[src/rtl/bcp_axil_pkg.sv]
// Shared constants and the byte-strobe merge helper for the BCP AXI4-Lite register slave.
package bcp_axil_pkg;

    localparam logic [1:0] RESP_OKAY   = 2'b00;
    localparam logic [1:0] RESP_SLVERR = 2'b10;
    localparam int         ADDR_LSB    = 2;

    function automatic logic [31:0] strb_merge(input logic [31:0] old_v,
                                               input logic [31:0] new_v,
                                               input logic [3:0]  strb);
        logic [31:0] res;
        res = old_v;
        for (int b = 0; b < 4; b++) begin
            if (strb[b]) begin
                res[8*b +: 8] = new_v[8*b +: 8];
            end else begin
                res[8*b +: 8] = old_v[8*b +: 8];
            end
        end
        return res;
    endfunction

endpackage

[src/rtl/bcp_axil_hold.sv]
// Single-entry holding register: captures a channel beat on load, drops it on clear.
module bcp_axil_hold #(
    parameter int W = 32
) (
    input  logic         clk_i,
    input  logic         rst_ni,
    input  logic         load_i,
    input  logic         clr_i,
    input  logic [W-1:0] data_i,
    output logic         full_o,
    output logic [W-1:0] data_o
);

    logic         full_q;
    logic [W-1:0] data_q;

    // Entry state: clear wins over load so a commit always empties the entry.
    always_ff @(posedge clk_i or negedge rst_ni) begin
        if (!rst_ni) begin
            full_q <= 1'b0;
            data_q <= '0;
        end else if (clr_i) begin
            full_q <= 1'b0;
        end else if (load_i) begin
            full_q <= 1'b1;
            data_q <= data_i;
        end
    end

    assign full_o = full_q;
    assign data_o = data_q;

endmodule

[src/rtl/bcp_axil_reg_slave.sv]
// AXI4-Lite register slave for the BCP control plane: RW control regs below, RO status on top.
// Define BCP_AXIL_SLVERR_EN to answer out-of-range and RO-write accesses with SLVERR.
module bcp_axil_reg_slave
    import bcp_axil_pkg::*;
#(
    parameter int C_S_AXI_DATA_WIDTH = 32,
    parameter int C_S_AXI_ADDR_WIDTH = 32,
    parameter int NUM_REGS           = 16,
    parameter int NUM_RO             = 4,
    localparam int NUM_RW            = NUM_REGS - NUM_RO,
    localparam int ST_W              = ((NUM_RO > 0) ? NUM_RO : 1) * 32
) (
    input  logic                              S_AXI_ACLK,
    input  logic                              S_AXI_ARESETN,
    input  logic [C_S_AXI_ADDR_WIDTH-1:0]     S_AXI_AWADDR,
    input  logic [2:0]                        S_AXI_AWPROT,
    input  logic                              S_AXI_AWVALID,
    output logic                              S_AXI_AWREADY,
    input  logic [C_S_AXI_DATA_WIDTH-1:0]     S_AXI_WDATA,
    input  logic [C_S_AXI_DATA_WIDTH/8-1:0]   S_AXI_WSTRB,
    input  logic                              S_AXI_WVALID,
    output logic                              S_AXI_WREADY,
    output logic [1:0]                        S_AXI_BRESP,
    output logic                              S_AXI_BVALID,
    input  logic                              S_AXI_BREADY,
    input  logic [C_S_AXI_ADDR_WIDTH-1:0]     S_AXI_ARADDR,
    input  logic [2:0]                        S_AXI_ARPROT,
    input  logic                              S_AXI_ARVALID,
    output logic                              S_AXI_ARREADY,
    output logic [C_S_AXI_DATA_WIDTH-1:0]     S_AXI_RDATA,
    output logic [1:0]                        S_AXI_RRESP,
    output logic                              S_AXI_RVALID,
    input  logic                              S_AXI_RREADY,
    output logic [NUM_RW*32-1:0]              ctrl_q,
    output logic [NUM_RW-1:0]                 ctrl_wr_pulse,
    input  logic [ST_W-1:0]                   status_i
);

    localparam int IDX_W = $clog2(NUM_REGS);
    localparam int HI_W  = C_S_AXI_ADDR_WIDTH - ADDR_LSB;
    localparam int WH_W  = C_S_AXI_DATA_WIDTH + C_S_AXI_DATA_WIDTH / 8;

    logic                          rst_done_q;
    logic                          aw_full_s, w_full_s;
    logic [C_S_AXI_ADDR_WIDTH-1:0] aw_data_s, wr_addr_s;
    logic [WH_W-1:0]               w_data_s, w_in_s;
    logic [31:0]                   wr_data_s;
    logic [3:0]                    wr_strb_s;
    logic                          aw_hs_s, w_hs_s, ar_hs_s, commit_s;
    logic [IDX_W-1:0]              wr_idx_s, rd_idx_s;
    logic                          wr_inrange_s, wr_rw_s, rd_inrange_s;
    logic [1:0]                    wr_resp_s, rd_resp_s;
    logic [31:0]                   rd_data_s;
    logic [31:0]                   regs_view_s [NUM_REGS];
    logic [31:0]                   ctrl_mem_q [NUM_RW];
    logic [NUM_RW-1:0]             pulse_q;
    logic                          bvalid_q, rvalid_q;
    logic [1:0]                    bresp_q, rresp_q;
    logic [31:0]                   rdata_q;
    logic                          unused_s;

    assign unused_s = ^{S_AXI_AWPROT, S_AXI_ARPROT, wr_addr_s[1:0], S_AXI_ARADDR[1:0]};

    // Readies stay low through reset and rise on the first edge after release.
    always_ff @(posedge S_AXI_ACLK or negedge S_AXI_ARESETN) begin
        if (!S_AXI_ARESETN) begin
            rst_done_q <= 1'b0;
        end else begin
            rst_done_q <= 1'b1;
        end
    end

    assign S_AXI_AWREADY = rst_done_q && !aw_full_s && !bvalid_q;
    assign S_AXI_WREADY  = rst_done_q && !w_full_s && !bvalid_q;
    assign S_AXI_ARREADY = rst_done_q && !rvalid_q;
    assign aw_hs_s       = S_AXI_AWVALID && S_AXI_AWREADY;
    assign w_hs_s        = S_AXI_WVALID && S_AXI_WREADY;
    assign ar_hs_s       = S_AXI_ARVALID && S_AXI_ARREADY;
    // A beat arriving on the completing handshake bypasses its holding entry.
    assign commit_s      = (aw_full_s || aw_hs_s) && (w_full_s || w_hs_s) && !bvalid_q;
    assign w_in_s        = {S_AXI_WSTRB, S_AXI_WDATA};

    bcp_axil_hold #(.W(C_S_AXI_ADDR_WIDTH)) u_aw_hold (
        .clk_i  (S_AXI_ACLK),
        .rst_ni (S_AXI_ARESETN),
        .load_i (aw_hs_s && !commit_s),
        .clr_i  (commit_s),
        .data_i (S_AXI_AWADDR),
        .full_o (aw_full_s),
        .data_o (aw_data_s)
    );

    bcp_axil_hold #(.W(WH_W)) u_w_hold (
        .clk_i  (S_AXI_ACLK),
        .rst_ni (S_AXI_ARESETN),
        .load_i (w_hs_s && !commit_s),
        .clr_i  (commit_s),
        .data_i (w_in_s),
        .full_o (w_full_s),
        .data_o (w_data_s)
    );

    assign wr_addr_s              = aw_full_s ? aw_data_s : S_AXI_AWADDR;
    assign {wr_strb_s, wr_data_s} = w_full_s ? w_data_s : w_in_s;
    assign wr_idx_s               = wr_addr_s[ADDR_LSB +: IDX_W];
    assign rd_idx_s               = S_AXI_ARADDR[ADDR_LSB +: IDX_W];
    assign wr_inrange_s = wr_addr_s[C_S_AXI_ADDR_WIDTH-1:ADDR_LSB] < HI_W'(NUM_REGS);
    assign rd_inrange_s = S_AXI_ARADDR[C_S_AXI_ADDR_WIDTH-1:ADDR_LSB] < HI_W'(NUM_REGS);
    assign wr_rw_s      = wr_inrange_s && (int'(wr_idx_s) < NUM_RW);

    for (genvar g = 0; g < NUM_REGS; g++) begin : g_view
        if (g < NUM_RW) begin : g_rw
            assign regs_view_s[g]      = ctrl_mem_q[g];
            assign ctrl_q[32*g +: 32]  = ctrl_mem_q[g];
        end else begin : g_ro
            assign regs_view_s[g] = status_i[32*(g-NUM_RW) +: 32];
        end
    end

    // Read data selection and response codes for both channels.
    always_comb begin
        rd_data_s = 32'h0000_0000;
        wr_resp_s = RESP_OKAY;
        rd_resp_s = RESP_OKAY;
        if (rd_inrange_s) begin
            rd_data_s = regs_view_s[rd_idx_s];
        end else begin
            rd_data_s = 32'h0000_0000;
        end
`ifdef BCP_AXIL_SLVERR_EN
        if (!wr_rw_s) begin
            wr_resp_s = RESP_SLVERR;
        end else begin
            wr_resp_s = RESP_OKAY;
        end
        if (!rd_inrange_s) begin
            rd_resp_s = RESP_SLVERR;
        end else begin
            rd_resp_s = RESP_OKAY;
        end
`endif
    end

    // RW register array with per-register write pulse on commit.
    always_ff @(posedge S_AXI_ACLK or negedge S_AXI_ARESETN) begin
        if (!S_AXI_ARESETN) begin
            for (int i = 0; i < NUM_RW; i++) begin
                ctrl_mem_q[i] <= 32'h0000_0000;
            end
            pulse_q <= '0;
        end else begin
            pulse_q <= '0;
            for (int i = 0; i < NUM_RW; i++) begin
                if (commit_s && wr_rw_s && (int'(wr_idx_s) == i)) begin
                    ctrl_mem_q[i] <= strb_merge(ctrl_mem_q[i], wr_data_s, wr_strb_s);
                    pulse_q[i]    <= 1'b1;
                end
            end
        end
    end

    // Write response channel.
    always_ff @(posedge S_AXI_ACLK or negedge S_AXI_ARESETN) begin
        if (!S_AXI_ARESETN) begin
            bvalid_q <= 1'b0;
            bresp_q  <= RESP_OKAY;
        end else if (commit_s) begin
            bvalid_q <= 1'b1;
            bresp_q  <= wr_resp_s;
        end else if (bvalid_q && S_AXI_BREADY) begin
            bvalid_q <= 1'b0;
            bresp_q  <= RESP_OKAY;
        end
    end

    // Read data channel: one cycle from AR handshake to RVALID.
    always_ff @(posedge S_AXI_ACLK or negedge S_AXI_ARESETN) begin
        if (!S_AXI_ARESETN) begin
            rvalid_q <= 1'b0;
            rresp_q  <= RESP_OKAY;
            rdata_q  <= 32'h0000_0000;
        end else if (ar_hs_s) begin
            rvalid_q <= 1'b1;
            rresp_q  <= rd_resp_s;
            rdata_q  <= rd_data_s;
        end else if (rvalid_q && S_AXI_RREADY) begin
            rvalid_q <= 1'b0;
        end
    end

    assign ctrl_wr_pulse = pulse_q;
    assign S_AXI_BVALID  = bvalid_q;
    assign S_AXI_BRESP   = bresp_q;
    assign S_AXI_RVALID  = rvalid_q;
    assign S_AXI_RRESP   = rresp_q;
    assign S_AXI_RDATA   = rdata_q;

endmodule
[config.mk]
export PLATFORM = sky130hd
export DESIGN_NAME = bcp_axil_reg_slave
export DESIGN_NICKNAME = d
export VERILOG_FILES = /design/src/rtl/bcp_axil_pkg.sv /design/src/rtl/bcp_axil_hold.sv /design/src/rtl/bcp_axil_reg_slave.sv
export SDC_FILE = /design/constraint.sdc
export NUM_CORES = 1
export LEC_CHECK = 0
export CORE_AREA = 5 5 264 266
export CTS_CLUSTER_SIZE = 30
export DETAILED_ROUTE_END_ITERATION = 8
export DIE_AREA = 0 0 269 271
export PLACE_DENSITY = 0.6
export SLEW_MARGIN = 20
export SYNTH_ARGS = -nofsm -noshare
export SYNTH_HDL_FRONTEND = slang
export SYNTH_SLANG_ARGS = --single-unit
[constraint.sdc]
create_clock -name S_AXI_ACLK -period 6.5 [get_ports S_AXI_ACLK]
set_input_delay 0.975 -clock S_AXI_ACLK [delete_from_list [all_inputs] [get_ports S_AXI_ACLK]]
set_output_delay 0.975 -clock S_AXI_ACLK [all_outputs]
set_load 0.1 [all_outputs]
==> out/qor.txt <==
Status - completed
Synth Warn # - 0
Period utilisation layout - 60.1%
RSZ-0062 raised after global routing - false
CTS resizes - 0
CP Max Fanout - 21
DR vias - 16800
Port bufs - 663
Cell area after synthesis - 23600 µm²
Standard-cell rows - 95
Worst-Skew Late Latency - 0.59 ns
Most common cell after layout, fill and taps aside - clkdlybuf4s50_1
Final wirelength - 93200 µm
CP Class - reg -> out
# setup viols final - 0
H-tree levels - 2
Post-Synthesis Cells - 1522
Fillers - 5714
Share of layout cells above drive strength 1 - 33.7%
Area added between synthesis and finish - 39.5%
VDD IR max - 180 µV
CTS tree - done
Most frequent cells in the layout - clkdlybuf4s50_1, dfrtp_1, mux2_2
GPL Wtd Cong - 0.862
Total gr overflow - 0
Slowest Stage Delay on Critical Path - 1.23 ns
Largest delay share family, worst path - buffers and inverters
GRT Util Overall - 24.8%
Vias in the first global route - 18100
FF-to-FF path depth - 6
Power, Total - 7.82 mW
Post-DP HPWL - 65700 µm
Hold Violations, Final - 0
Crit path launch type - register
Clock Pin Slew Worst Setup and Hold Paths - 0.06 ns
Synth top area share - 52.9%
P_int - 5.64 mW
Largest net degree at the start of global routing - 161
First-pass GRT wire length - 133000 µm
Clock share of power - 39.6%
WP depth - 2
Net switching power - 2.18 mW
Crit path time final - 3.91 ns
R2r setup slk - 2.64 ns
CP arrival - 2.93 ns
Worst hold path class - in -> async
Worst Clk Skew - 0.0172 ns
Final ANT Viol Nets - 0
Post-synth top area cell - dfrtp_1
Number of max-cap violations - 0
Static leakage - 14.9 nW
Die X - 269 µm
Clock Path Buffers - 3
Crit path capture type - output port
Switching Share - 27.8%
CTS sink cnt - 499
Main flop type after synthesis - dfrtp_1
Required @ worst endpoint - 5.52 ns
Core Region - 66800 µm²
Async S/R FF share, synth - 100%
DIE AREA - 72900 µm²
Register bit total from synthesis - 499
CTS hold repair buffers - 0
Flop pwr share - 44.7%
Drt drc - 0
Logic gate share of total power - 15.7%
CTS Buf Count - 57
Unique masters post-synth - 44
Postcts setup bufs - 0
EDFF count, synth - 0
Wire length per cell - 30.4 µm
Slew @ Worst Pin - 1.17 ns
Crit-path slowest cell - clkdlybuf4s50_1
Final Net Count - 2389
IO Count - 678
Fmax - 256 MHz
Initial drt markers - 994
Syn avg cell area - 15.5 µm²
Die Ht - 271 µm
Synth area leaders - dfrtp_1, mux2_2, mux4_2
Crit path cell chain - nor2_1 -> clkdlybuf4s50_1
Starting Density - 35.4%
First-pass iteration count of the detailed router - 5
Max Slew Vio Count - 0
Vias per cell - 5.47
Slew HR - 21.7%
Power Density - 237 nW/µm²
Sum Neg Setup Slack - 0 ns
Seq/Total Area, Yosys - 52.9%
Clock root buffer - clkbuf_16
Initial antenna violation count - 14
WP buf/inv - 1
==> synthesized netlist by cell type (all sizes together), types with 3 or more instances <==
cell type    n
nor4        13
dfrtp      499
mux4       128
nor3b        4
nor4b        7
a21oi        8
and3         6
nor2        10
clkbuf      79
nand4       47
nor2b       15
inv          7
a22oi       62
a22o        32
nand2b       3
buf         39
mux2       484
nor3         4
o21ai        5
nand2       44
and2         7
==> layer usage <==
layer / vias up / global-route usage (%) / share of wire, %
met1: 8914 / 30.6 / 39
met2: 635 / 43.3 / 51
met3: 93 / 6.89 / 7.9
li1: 7127 / - / -
met5: - / 0 / 0.051
met4: 8 / 5.55 / 1.8
==> stage by stage <==
step / setup slack (ns) / std cells / hold slack [ns] / utilization, % / cell area (µm²)
after floorplan: 2.73 / 1525 / 0.474 / - / 23600
after global placement: 2.08 / 2961 / 0.482 / 46.6 / 31100
after detailed placement: 2.01 / 2961 / 0.487 / 46.6 / 31100
after CTS: 2.55 / 3059 / 0.477 / 49.3 / 32900
after global routing: 2.42 / 3064 / 0.510 / 49.3 / 32900
final: 2.59 / 3068 / 0.442 / 49.3 / 33000
==> flip-flops by register name, summed over array words and instances, names as in the netlist <==
name              count
S_AXI_BVALID          1
u_aw_hold.data_o     30
u_w_hold.data_o      36
S_AXI_RDATA          32
ctrl_q              384
ctrl_wr_pulse        12
rst_done_q            1
u_aw_hold.full_o      1
S_AXI_RVALID          1
u_w_hold.full_o       1
==> power by group through the flow <==
stage               registers (mW)  clock network [mW]  logic (mW)
finish                        3.50                3.09        1.23
global route                  3.52                3.31        1.33
CTS                           3.50                3.18        1.25
detailed placement            3.55                   0        1.24
global placement              3.53                   0        1.21
floorplan                     3.48                   0       0.798
==> path summary, 6_finish.rpt <==
| kind | end | startpoint |
|---|---|---|
| worst max-delay path | S_AXI_AWREADY | u_aw_hold.full_o |
| worst min-delay path | ctrl_q[25] | S_AXI_ARESETN |
| worst max register to register | ctrl_q[56] | u_aw_hold.full_o |
| worst min register to register | u_w_hold.data_o[12] | u_w_hold.data_o[12] |
| max in group asynchronous | u_w_hold.data_o[8] | S_AXI_ARESETN |
| min in group S_AXI_ACLK | u_w_hold.data_o[12] | u_w_hold.data_o[12] |
==> logic make-up (layout without fill, tap and decap cells) <==
logic type             after synthesis  in the layout  synth area share [%]
muxes                              613            613                  35.3
DFF                                499            499                  52.9
and+or+nand+nor                    165            165                  5.63
buffers and inverters              125            787                  2.17
AOI/OAI and AO/OA                  118            118                  4.00
other                                2             13                0.0318
==> cell type report <==
cell class              instances  area [µm²]  area share (%)
diodes                          8        20.0          0.0607
clock buffers                  85        1640            4.98
clock inverters                13         121           0.368
inverters                       7        26.3          0.0797
multi-input cells             901       10700            32.5
flip-flops and latches        499       12500            37.9
well taps                     873        1090            3.31
repair buffers                682        6860            20.8
Power figures use the tool's default switching activity.
